<file path="config.mk">
export PLATFORM = sky130hd
export DESIGN_NAME = s3g_tx_flat
export DESIGN_NICKNAME = d
export VERILOG_FILES = /design/src/rtl/s3g_tx_if.sv /design/src/rtl/s3g_tx.sv /design/src/flat_wrapper.sv
export SDC_FILE = /design/constraint.sdc
export NUM_CORES = 1
export LEC_CHECK = 0
export BUFFER_PORTS_ARGS = -buffer_cell sky130_fd_sc_hd__buf_2
export CAP_MARGIN = 25
export CELL_PAD_IN_SITES_DETAIL_PLACEMENT = 0
export CELL_PAD_IN_SITES_GLOBAL_PLACEMENT = 1
export CORE_ASPECT_RATIO = 0.5
export CORE_MARGIN = 3
export CORE_UTILIZATION = 49
export CTS_CLUSTER_SIZE = 25
export DETAILED_ROUTE_END_ITERATION = 10
export GPL_TIMING_DRIVEN = 0
export PLACE_DENSITY = 0.83
export SETUP_SLACK_MARGIN = 0.02
export SLEW_MARGIN = 25
export SYNTH_ARGS = -nofsm -noshare
export SYNTH_HDL_FRONTEND = slang
export SYNTH_SLANG_ARGS = --single-unit
</file>
<file path="constraint.sdc">
create_clock -name clk -period 2.2 [get_ports clk]
set_input_delay 0.22 -clock clk [delete_from_list [all_inputs] [get_ports clk]]
set_output_delay 0.22 -clock clk [all_outputs]
set_load 0.05 [all_outputs]
</file>
<file path="src/rtl/s3g_tx_if.sv">
// Host-side and UART-side signal bundle for the S3G packet framer.
// The master modport is the environment (host plus UART); the slave is the framer.
interface s3g_tx_if #(
    parameter int ADDR_W = 5
) ();
    logic              buf_wr;
    logic [ADDR_W-1:0] buf_addr;
    logic [7:0]        buf_data;
    logic              send;
    logic [7:0]        send_len;
    logic              busy;
    logic              done;
    logic              err;
    logic [7:0]        tx_data;
    logic              tx_wr;
    logic              tx_done;

    modport master (
        output buf_wr, buf_addr, buf_data, send, send_len, tx_done,
        input  busy, done, err, tx_data, tx_wr
    );

    modport slave (
        input  buf_wr, buf_addr, buf_data, send, send_len, tx_done,
        output busy, done, err, tx_data, tx_wr
    );
endinterface

</file>
<file path="src/rtl/s3g_tx.sv">
// S3G transmit framer: buffers one payload and emits it to the UART as
// 0xD5, length, payload bytes, CRC-8 (Maxim, reflected 0x8C, payload only).
// Each byte is strobed once and the next one waits for the UART's tx_done.
module s3g_tx #(
    parameter int MAX_LEN = 32,
    parameter int ADDR_W  = $clog2(MAX_LEN)
) (
    input logic     clk,
    input logic     rst,
    s3g_tx_if.slave bus
);

    localparam logic [7:0] SOF       = 8'hD5;
    localparam logic [7:0] MAX_LEN_B = 8'(MAX_LEN);

    typedef enum logic [2:0] {IDLE, HDR, LEN, DATA, CRC} state_t;

    state_t      state_q, state_n;
    logic        issued_q, issued_n;   // current state's byte has been strobed
    logic        seen_q, seen_n;       // registered tx_done for the issued byte
    logic [7:0]  len_q, len_n;
    logic [7:0]  idx_q, idx_n;         // payload bytes already issued
    logic [7:0]  crc_q, crc_n;
    logic [7:0]  tx_data_q, tx_data_n;
    logic        tx_wr_q, tx_wr_n;
    logic        busy_q, busy_n;
    logic        done_q, done_n;
    logic        err_q, err_n;
    logic        issue_data;

    logic [7:0]  mem [MAX_LEN];
    logic [7:0]  rd_data_q;

    // One byte of Maxim CRC-8, LSB first with the reflected polynomial.
    function automatic logic [7:0] crc8_byte(input logic [7:0] crc_in, input logic [7:0] b);
        logic [7:0] c;
        c = crc_in ^ b;
        for (int i = 0; i < 8; i++) begin
            c = c[0] ? ((c >> 1) ^ 8'h8C) : (c >> 1);
        end
        return c;
    endfunction

    // Payload buffer: writes locked out while a packet is in flight; the
    // registered read always tracks the next payload byte to be sent.
    always_ff @(posedge clk) begin
        if (bus.buf_wr && !busy_q) begin
            mem[bus.buf_addr] <= bus.buf_data;
        end
        rd_data_q <= mem[idx_q[ADDR_W-1:0]];
    end

    // State and control registers; reset returns to IDLE at once.
    always_ff @(posedge clk or posedge rst) begin
        if (rst) begin
            state_q   <= IDLE;
            issued_q  <= 1'b0;
            seen_q    <= 1'b0;
            len_q     <= 8'h00;
            idx_q     <= 8'h00;
            crc_q     <= 8'h00;
            tx_data_q <= 8'h00;
            tx_wr_q   <= 1'b0;
            busy_q    <= 1'b0;
            done_q    <= 1'b0;
            err_q     <= 1'b0;
        end else begin
            state_q   <= state_n;
            issued_q  <= issued_n;
            seen_q    <= seen_n;
            len_q     <= len_n;
            idx_q     <= idx_n;
            crc_q     <= crc_n;
            tx_data_q <= tx_data_n;
            tx_wr_q   <= tx_wr_n;
            busy_q    <= busy_n;
            done_q    <= done_n;
            err_q     <= err_n;
        end
    end

    // Next-state logic: a byte is issued on entry to HDR, and thereafter on
    // the edge after tx_done is seen, together with the state advance.
    always_comb begin
        state_n    = state_q;
        issued_n   = issued_q;
        len_n      = len_q;
        idx_n      = idx_q;
        crc_n      = crc_q;
        tx_data_n  = tx_data_q;
        tx_wr_n    = 1'b0;
        busy_n     = busy_q;
        done_n     = 1'b0;
        err_n      = 1'b0;
        issue_data = 1'b0;
        // A second tx_done in the advancing cycle must not count for the new byte.
        seen_n     = bus.tx_done && issued_q && !seen_q && (state_q != IDLE);

        case (state_q)
            IDLE: begin
                if (bus.send) begin
                    if (bus.send_len > MAX_LEN_B) begin
                        err_n = 1'b1;
                    end else begin
                        state_n  = HDR;
                        len_n    = bus.send_len;
                        crc_n    = 8'h00;
                        idx_n    = 8'h00;
                        issued_n = 1'b0;
                    end
                end
            end
            HDR: begin
                if (!issued_q) begin
                    tx_wr_n   = 1'b1;
                    tx_data_n = SOF;
                    issued_n  = 1'b1;
                    busy_n    = 1'b1;
                end else if (seen_q) begin
                    state_n   = LEN;
                    tx_wr_n   = 1'b1;
                    tx_data_n = len_q;
                end
            end
            LEN: begin
                if (seen_q) begin
                    if (len_q == 8'h00) begin
                        state_n   = CRC;
                        tx_wr_n   = 1'b1;
                        tx_data_n = crc_q;
                    end else begin
                        state_n    = DATA;
                        issue_data = 1'b1;
                    end
                end
            end
            DATA: begin
                if (seen_q) begin
                    if (idx_q == len_q) begin
                        state_n   = CRC;
                        tx_wr_n   = 1'b1;
                        tx_data_n = crc_q;
                    end else begin
                        issue_data = 1'b1;
                    end
                end
            end
            CRC: begin
                if (seen_q) begin
                    state_n  = IDLE;
                    issued_n = 1'b0;
                    busy_n   = 1'b0;
                    done_n   = 1'b1;
                end
            end
            default: begin
                state_n = IDLE;
            end
        endcase

        if (issue_data) begin
            tx_wr_n   = 1'b1;
            tx_data_n = rd_data_q;
            crc_n     = crc8_byte(crc_q, rd_data_q);
            idx_n     = idx_q + 8'd1;
        end
    end

    assign bus.busy    = busy_q;
    assign bus.done    = done_q;
    assign bus.err     = err_q;
    assign bus.tx_data = tx_data_q;
    assign bus.tx_wr   = tx_wr_q;

endmodule

</file>
<file path="src/flat_wrapper.sv">
// flat-port wrapper written by rule: the top's interface ports become plain ports
module s3g_tx_flat 
#(
    parameter int MAX_LEN = 32,
    parameter int ADDR_W  = $clog2(MAX_LEN)
)
  (clk, rst, bus_buf_wr, bus_buf_addr, bus_buf_data, bus_send, bus_send_len, bus_tx_done, bus_busy, bus_done, bus_err, bus_tx_data, bus_tx_wr);
  s3g_tx_if #(.ADDR_W(ADDR_W)) bus_i ();
  input logic clk;
  input logic rst;
  input wire logic [$bits(bus_i.buf_wr)-1:0] bus_buf_wr;
  input wire logic [$bits(bus_i.buf_addr)-1:0] bus_buf_addr;
  input wire logic [$bits(bus_i.buf_data)-1:0] bus_buf_data;
  input wire logic [$bits(bus_i.send)-1:0] bus_send;
  input wire logic [$bits(bus_i.send_len)-1:0] bus_send_len;
  input wire logic [$bits(bus_i.tx_done)-1:0] bus_tx_done;
  output wire logic [$bits(bus_i.busy)-1:0] bus_busy;
  output wire logic [$bits(bus_i.done)-1:0] bus_done;
  output wire logic [$bits(bus_i.err)-1:0] bus_err;
  output wire logic [$bits(bus_i.tx_data)-1:0] bus_tx_data;
  output wire logic [$bits(bus_i.tx_wr)-1:0] bus_tx_wr;
  assign bus_i.buf_wr = bus_buf_wr;
  assign bus_i.buf_addr = bus_buf_addr;
  assign bus_i.buf_data = bus_buf_data;
  assign bus_i.send = bus_send;
  assign bus_i.send_len = bus_send_len;
  assign bus_i.tx_done = bus_tx_done;
  assign bus_busy = bus_i.busy;
  assign bus_done = bus_i.done;
  assign bus_err = bus_i.err;
  assign bus_tx_data = bus_i.tx_data;
  assign bus_tx_wr = bus_i.tx_wr;
  s3g_tx #(.MAX_LEN(MAX_LEN), .ADDR_W(ADDR_W)) u_core (.clk(clk), .rst(rst), .bus(bus_i));
endmodule
</file>
==> flow_metrics.py, run 1 <==
metrics = {
    "run_status": {
        "status": "finished with violations",
        "violations": "setup timing",
    },
    "timing": {
        "fin_ws_ns": -0.121,
        "period_needed_ns": 2.32,
        "tightestPinTransition_ns": 0.830,
        "setup_violations": 31,
        "hold_viol": 0,
        "finalClockSkew_ns": 0.00763,
        "timing.hold.ws_ns": 0.0582,
        "relSlewSlack_pct": 44.7,
        "rsz0062_at_grt": "yes",
        "finalCritPeriodShare_pct": 106,
        "fmax_mhz": 431,
        "finalSetupTns_ns": -1.01,
        "slew_viol_final": 0,
    },
    "yosys": {
        "ys.flop_type": "edfxtp_1",
        "synth_top_family_by_area": "multiplexers",
        "synth_xor_area_share_pct": 2.09,
        "synth-compound-area-share_pct": 2.73,
        "ys_types": 50,
        "synth_fa_ha_area_share_pct": 0.101,
        "yosys.area_share.simple_pct": 5.09,
        "netlist_area_um2": 12400,
        "syn_area_per_cell_um2": 18.7,
        "syn_nets": 689,
        "netlist_instances": 662,
        "synth_enable_flop_cells": 256,
        "ys_seq_area_share_pct": 71.7,
        "synth-seq-cells": 305,
        "yosys_warnings": 0,
        "synth_top_area_cell": "edfxtp_1",
        "synth_mux_area_share_pct": 16.3,
        "synth_async_sr_flop_share_pct": 13.4,
        "synth_top_area_share_pct": 62.1,
        "synth_area_leaders": "edfxtp_1 62%, mux4_2 13%, dfrtp_1 8.3%, mux4_1 1.9%, xnor2_1 1.6%",
    },
    "worst_setup_path": {
        "worstRegToRegCells": 5,
        "critPathRequiredTime_ns": 2.62,
        "cp_max_fo": 7,
        "worst-endpoint-arrival_ns": 2.74,
        "reg2reg_slack_ns": -0.12,
        "critPathCaptureType": "register",
        "reg2reg_from": "u_core.idx_q[0]",
        "reg2reg_to": "u_core.rd_data_q[1]",
        "start_kind": "register",
        "critical_path_class": "reg -> reg",
    },
    "finish": {
        "drive_gt1_share_pct": 31.6,
        "fin_nets": 778,
        "layout_commonest_cell": "edfxtp_1",
        "final_cell_mix": "256 x edfxtp_1, 78 x mux4_2, 40 x dfrtp_1",
        "multiInputGateArea_um2": 3410,
        "area_growth_pct": 16.6,
        "antenna-diode-count": 0,
        "seqCellArea_um2": 8870,
        "fillCellCount": 1761,
    },
    "clocking": {
        "cts_tree": "yes",
        "htreeDepth": 1,
        "clk_pin_slew_worst_paths_ns": 0.07,
        "clock_path_buffers": 3,
        "clk_latency_ns": 0.53,
        "clock-sinks": 305,
        "cts-root-buf": "clkbuf_16",
        "cts_buffers": 27,
    },
    "floorplanning": {
        "initial_utilization_pct": 50.7,
        "core-area_um2": 24400,
        "die_x_um": 231,
        "dieArea_um2": 27300,
        "io_pins": 38,
        "row_count": 40,
        "die_h_um": 118,
    },
    "place": {
        "place_hpwl_um": 17500,
        "port_buffers": 37,
        "place_congestion": 0.830,
    },
    "hold_path": {
        "hp-start": "bus_send",
        "hold_path_end": "u_core.bus.err",
        "hold_path.class": "in -> reg",
        "holdPathStages": 4,
    },
    "power": {
        "power_mw": 17.3,
        "leakagePower_nw": 4.77,
        "ir_worst_vdd_mv": 0.592,
        "power_density_nw_per_um2": 1200,
    },
    "route": {
        "firstDrtPassIters": 5,
        "drc": 0,
        "num_vias": 6675,
        "antenna_left": 0,
        "wl_per_cell_um": 25.6,
        "drt-initial-drc-count": 822,
        "drt-total-wl_um": 28300,
        "vias_per_cell": 6.03,
    },
    "global_route": {
        "overflow": 0,
        "grt_max_degree": 33,
        "grt_pass1_vias": 6515,
        "track_usage_pct": 20.9,
        "grt_pass1_wl_um": 42400,
        "antenna_found_initial": 1,
    },
    "run": {
        "drv_cap": 0,
    },
}
[registers in the layout (all words and copies together) (netlist names), 3 cells and up]
register / flops
u_core.mem: 256
u_core.bus.tx_data: 8
u_core.crc_q: 8
u_core.idx_q: 8
u_core.len_q: 8
u_core.rd_data_q: 8
u_core.state_q: 3
[cells by family after synthesis]
| logic type | Yosys count |
|---|---|
| buffers and inverters | 48 |
| multiplexers | 97 |
| flip-flops | 305 |
| AND/OR/NAND/NOR | 134 |
| XOR/XNOR | 28 |
| adder cells (fa/ha/maj) | 1 |
| AO/OA/AOI/OAI | 49 |
[routing by layer]
layer,GRT usage [%],wire (um)
met1,31.0,12000
met2,32.1,13200
met3,5.11,2630
met4,4.10,467
met5,0,10
[how the worst max path moves through the flow]
| stage | start | to | cells past startpoint |
|---|---|---|---|
| finish | u_core.idx_q[0] | u_core.rd_data_q[1] | 5 |
| detailed placement | u_core.idx_q[2] | u_core.rd_data_q[3] | 5 |
| global placement | u_core.idx_q[2] | u_core.rd_data_q[3] | 5 |
| floorplan | u_core.idx_q[0] | u_core.rd_data_q[1] | 6 |
| global route | u_core.bus.busy | u_core.mem[9][6] | 4 |
| CTS | u_core.bus.busy | u_core.mem[23][7] | 2 |
[area by class of cell]
cell class	instances	area share (%)
tap	336	2.91
buffer	32	1.85
clock inverter	19	1.42
sequential	305	61.5
timing repair buffer	63	3.61
multi-input combinational	309	23.6
inverter	13	0.338
clock buffer	30	4.76
[cells in the mapped netlist, types with 4 or more instances]
cell type,count
a21oi_1,4
buf_2,9
clkbuf_1,22
dfrtp_1,41
dfxtp_1,8
edfxtp_1,256
inv_1,13
mux2_2,14
mux4_1,9
mux4_2,71
nand2_1,33
nand3_1,13
nand3b_1,9
nor2_1,50
nor3_1,6
o2111ai_1,5
o211ai_1,5
o21ai_0,15
o21ai_1,5
xnor2_1,22
xor2_1,5
[metrics by stage]
step                utilization, %  instances  setup WS, ns  area, um2
floorplan                        -        662         0.114      12400
global placement              53.2       1035        -0.504      13000
detailed placement            53.3       1036        -0.534      13000
CTS                           58.6       1102        -0.170      14300
global route                  59.1       1107        -0.167      14400
finish                        59.1       1107        -0.121      14400
[power by group]
part	internal, mW	total, mW	switching (mW)
combinational	2.73	5.55	2.82
clock	2.73	4.82	2.09
sequential	6.61	6.94	0.325
total	12.1	17.3	5.23
[critical path: stages (launching register included)]
cell,delay (ns)
dfrtp_1,0.37
buf_6,0.13
buf_12,0.15
mux4_1,0.68
mux4_2,0.57
mux2_4,0.30
[what timing repair did]
item,4_1_cts,5_1_grt
resized for setup,67,39
hold endpoints to repair,34,0
pin swaps,2,5
gates cloned,4,1
hold buffers,10,0
setup buffers,5,7
setup endpoints to repair,225,254
No activity file was read; power rests on OpenSTA's default activity.
==> run 2: changes to the inputs <==
Settings changed: CORE_UTILIZATION 49 to 45, MAX_ROUTING_LAYER set to met4, PLACE_DENSITY 0.83 to 0.77, SETUP_SLACK_MARGIN 0.02 to 0.1.
==> flow_metrics.py, run 2 (synthesized netlist as in run 1, its figures left out) <==
metrics = {
    "run": {
        "drv_cap": 0,
    },
    "worst_setup_path": {
        "cp_max_fo": 6,
        "critical_path_class": "reg -> reg",
        "start_kind": "register",
        "critPathCaptureType": "register",
        "worst-endpoint-arrival_ns": 2.69,
        "critPathRequiredTime_ns": 2.61,
    },
    "timing": {
        "fin_ws_ns": -0.0760,
        "finalCritPeriodShare_pct": 103,
        "relSlewSlack_pct": 54.8,
        "period_needed_ns": 2.28,
        "rsz0062_at_grt": "yes",
        "slew_viol_final": 0,
        "setup_violations": 8,
        "tightestPinTransition_ns": 0.678,
        "timing.hold.ws_ns": 0.0777,
        "finalClockSkew_ns": 0.0252,
        "hold_viol": 0,
        "fmax_mhz": 439,
    },
    "clocking": {
        "clk_latency_ns": 0.54,
        "cts-root-buf": "clkbuf_16",
        "cts_buffers": 26,
        "clock-sinks": 305,
        "clk_pin_slew_worst_paths_ns": 0.07,
        "clock_path_buffers": 3,
        "cts_tree": "yes",
        "htreeDepth": 1,
    },
    "route": {
        "drt-total-wl_um": 27100,
        "drc": 0,
        "drt-initial-drc-count": 772,
        "firstDrtPassIters": 5,
        "wl_per_cell_um": 24.0,
        "vias_per_cell": 5.78,
        "num_vias": 6526,
        "antenna_left": 0,
    },
    "hold_path": {
        "hold_path.class": "in -> reg",
    },
    "power": {
        "p_sw_mw": 5.16,
        "intPower_mw": 11.7,
        "p_clk_share_pct": 25.8,
        "power_frac_comb_pct": 32.9,
        "leakagePower_nw": 4.78,
        "power_mw": 16.8,
        "pwr-share-seq_pct": 41.3,
        "power_density_nw_per_um2": 1160,
        "ir_worst_vdd_mv": 0.525,
        "swShare_pct": 30.6,
    },
    "finish": {
        "fin_nets": 784,
        "area_growth_pct": 17.0,
        "final_cell_mix": "256 x edfxtp_1, 80 x mux4_2, 40 x dfrtp_1",
        "registers.top_by_ff_count": "u_core.mem",
        "drive_gt1_share_pct": 34.0,
        "layout_commonest_cell": "edfxtp_1",
        "final_cells": 1129,
        "largest_reg_flops": 256,
        "antenna-diode-count": 0,
    },
    "floorplanning": {
        "initial_utilization_pct": 46.3,
        "row_count": 42,
        "dieArea_um2": 29700,
        "die_h_um": 123,
        "io_pins": 38,
        "core-area_um2": 26700,
        "die_x_um": 241,
    },
    "global_route": {
        "track_usage_pct": 19.4,
        "grt_pass1_wl_um": 40900,
        "grt_max_degree": 33,
        "overflow": 0,
        "grt_pass1_vias": 6499,
        "antenna_found_initial": 2,
    },
    "run_status": {
        "violations": "setup timing",
        "status": "finished with violations",
    },
    "place": {
        "port_buffers": 37,
        "dpl_worst_slack_ns": -0.543,
        "place_inst": 1052,
        "place_hpwl_um": 17600,
        "place_congestion": 0.806,
    },
}
run 2: repair_timing:
| item | 4_1_cts | 5_1_grt |
|---|---|---|
| pin swaps | 5 | 9 |
| gates resized for setup | 83 | 46 |
| hold endpoints to repair | 23 | 0 |
| setup endpoints to repair | 288 | 195 |
| setup buffers | 13 | 6 |
| cloned | 2 | 3 |
| hold buffers | 8 | 0 |
run 2: worst max-delay path, stage by stage (launching register included):
cell,delay [ns]
dfrtp_1,0.37
buf_6,0.17
buf_12,0.16
buf_6,0.14
mux4_2,0.55
mux4_2,0.48
mux2_4,0.29
run 2: final cells by class:
type | instances | area (um2)
Fill cell | 2025 | 12300
Sequential cell | 305 | 8870
Multi-Input combinational cell | 309 | 3450
Clock buffer | 34 | 701
Timing Repair Buffer | 68 | 566
Tap cell | 352 | 440
Buffer | 34 | 302
Clock inverter | 14 | 98.8
Inverter | 13 | 48.8
run 2: path summary, 6_finish.rpt:
kind / cells past startpoint / start / slack, ns / endpoint
min in group asynchronous: 3 / rst / 0.23 / u_core.crc_q[3]
max in group asynchronous: 4 / rst / 1.52 / u_core.len_q[3]
max: 6 / u_core.idx_q[0] / -0.08 / u_core.rd_data_q[7]
min reg2reg: 2 / u_core.bus.tx_data[1] / 0.48 / u_core.bus.tx_data[1]
max reg2reg: 6 / u_core.idx_q[0] / -0.08 / u_core.rd_data_q[7]
min: 3 / bus_send_len[7] / 0.08 / u_core.bus.err
run 2: stage by stage:
stage | TNS [ns] | instance area [um2] | utilization [%]
3_5_place_dp | -21.04 | 13000 | 48.7
2_1_floorplan | 0 | 12400 | -
6_report | -0.527 | 14500 | 54.1
4_1_cts | -0.743 | 14300 | 53.4
3_3_place_gp | -18.25 | 13000 | 48.6
5_1_grt | -1.34 | 14500 | 54.1
run 2: power by group through the flow:
stage                     Combinational [mW]  Clock [mW]  Sequential [mW]
final                                   5.55        4.35             6.95
after global routing                    6.00        4.65             6.99
after CTS                               5.49        4.43             6.94
after detailed placement                5.03           0             7.04
after global placement                  4.99           0             7.03
after floorplan                         3.55           0             7.23
run 2: routing by layer:
layer	track usage, %	share of wire [%]	vias up	routed length, um
met2	29.6	47	238	12700
met4	3.37	1.6	0	427
met5	-	0	-	0
met1	27.5	44	3410	12000
li1	-	-	2844	-
met3	4.10	7.5	34	2030
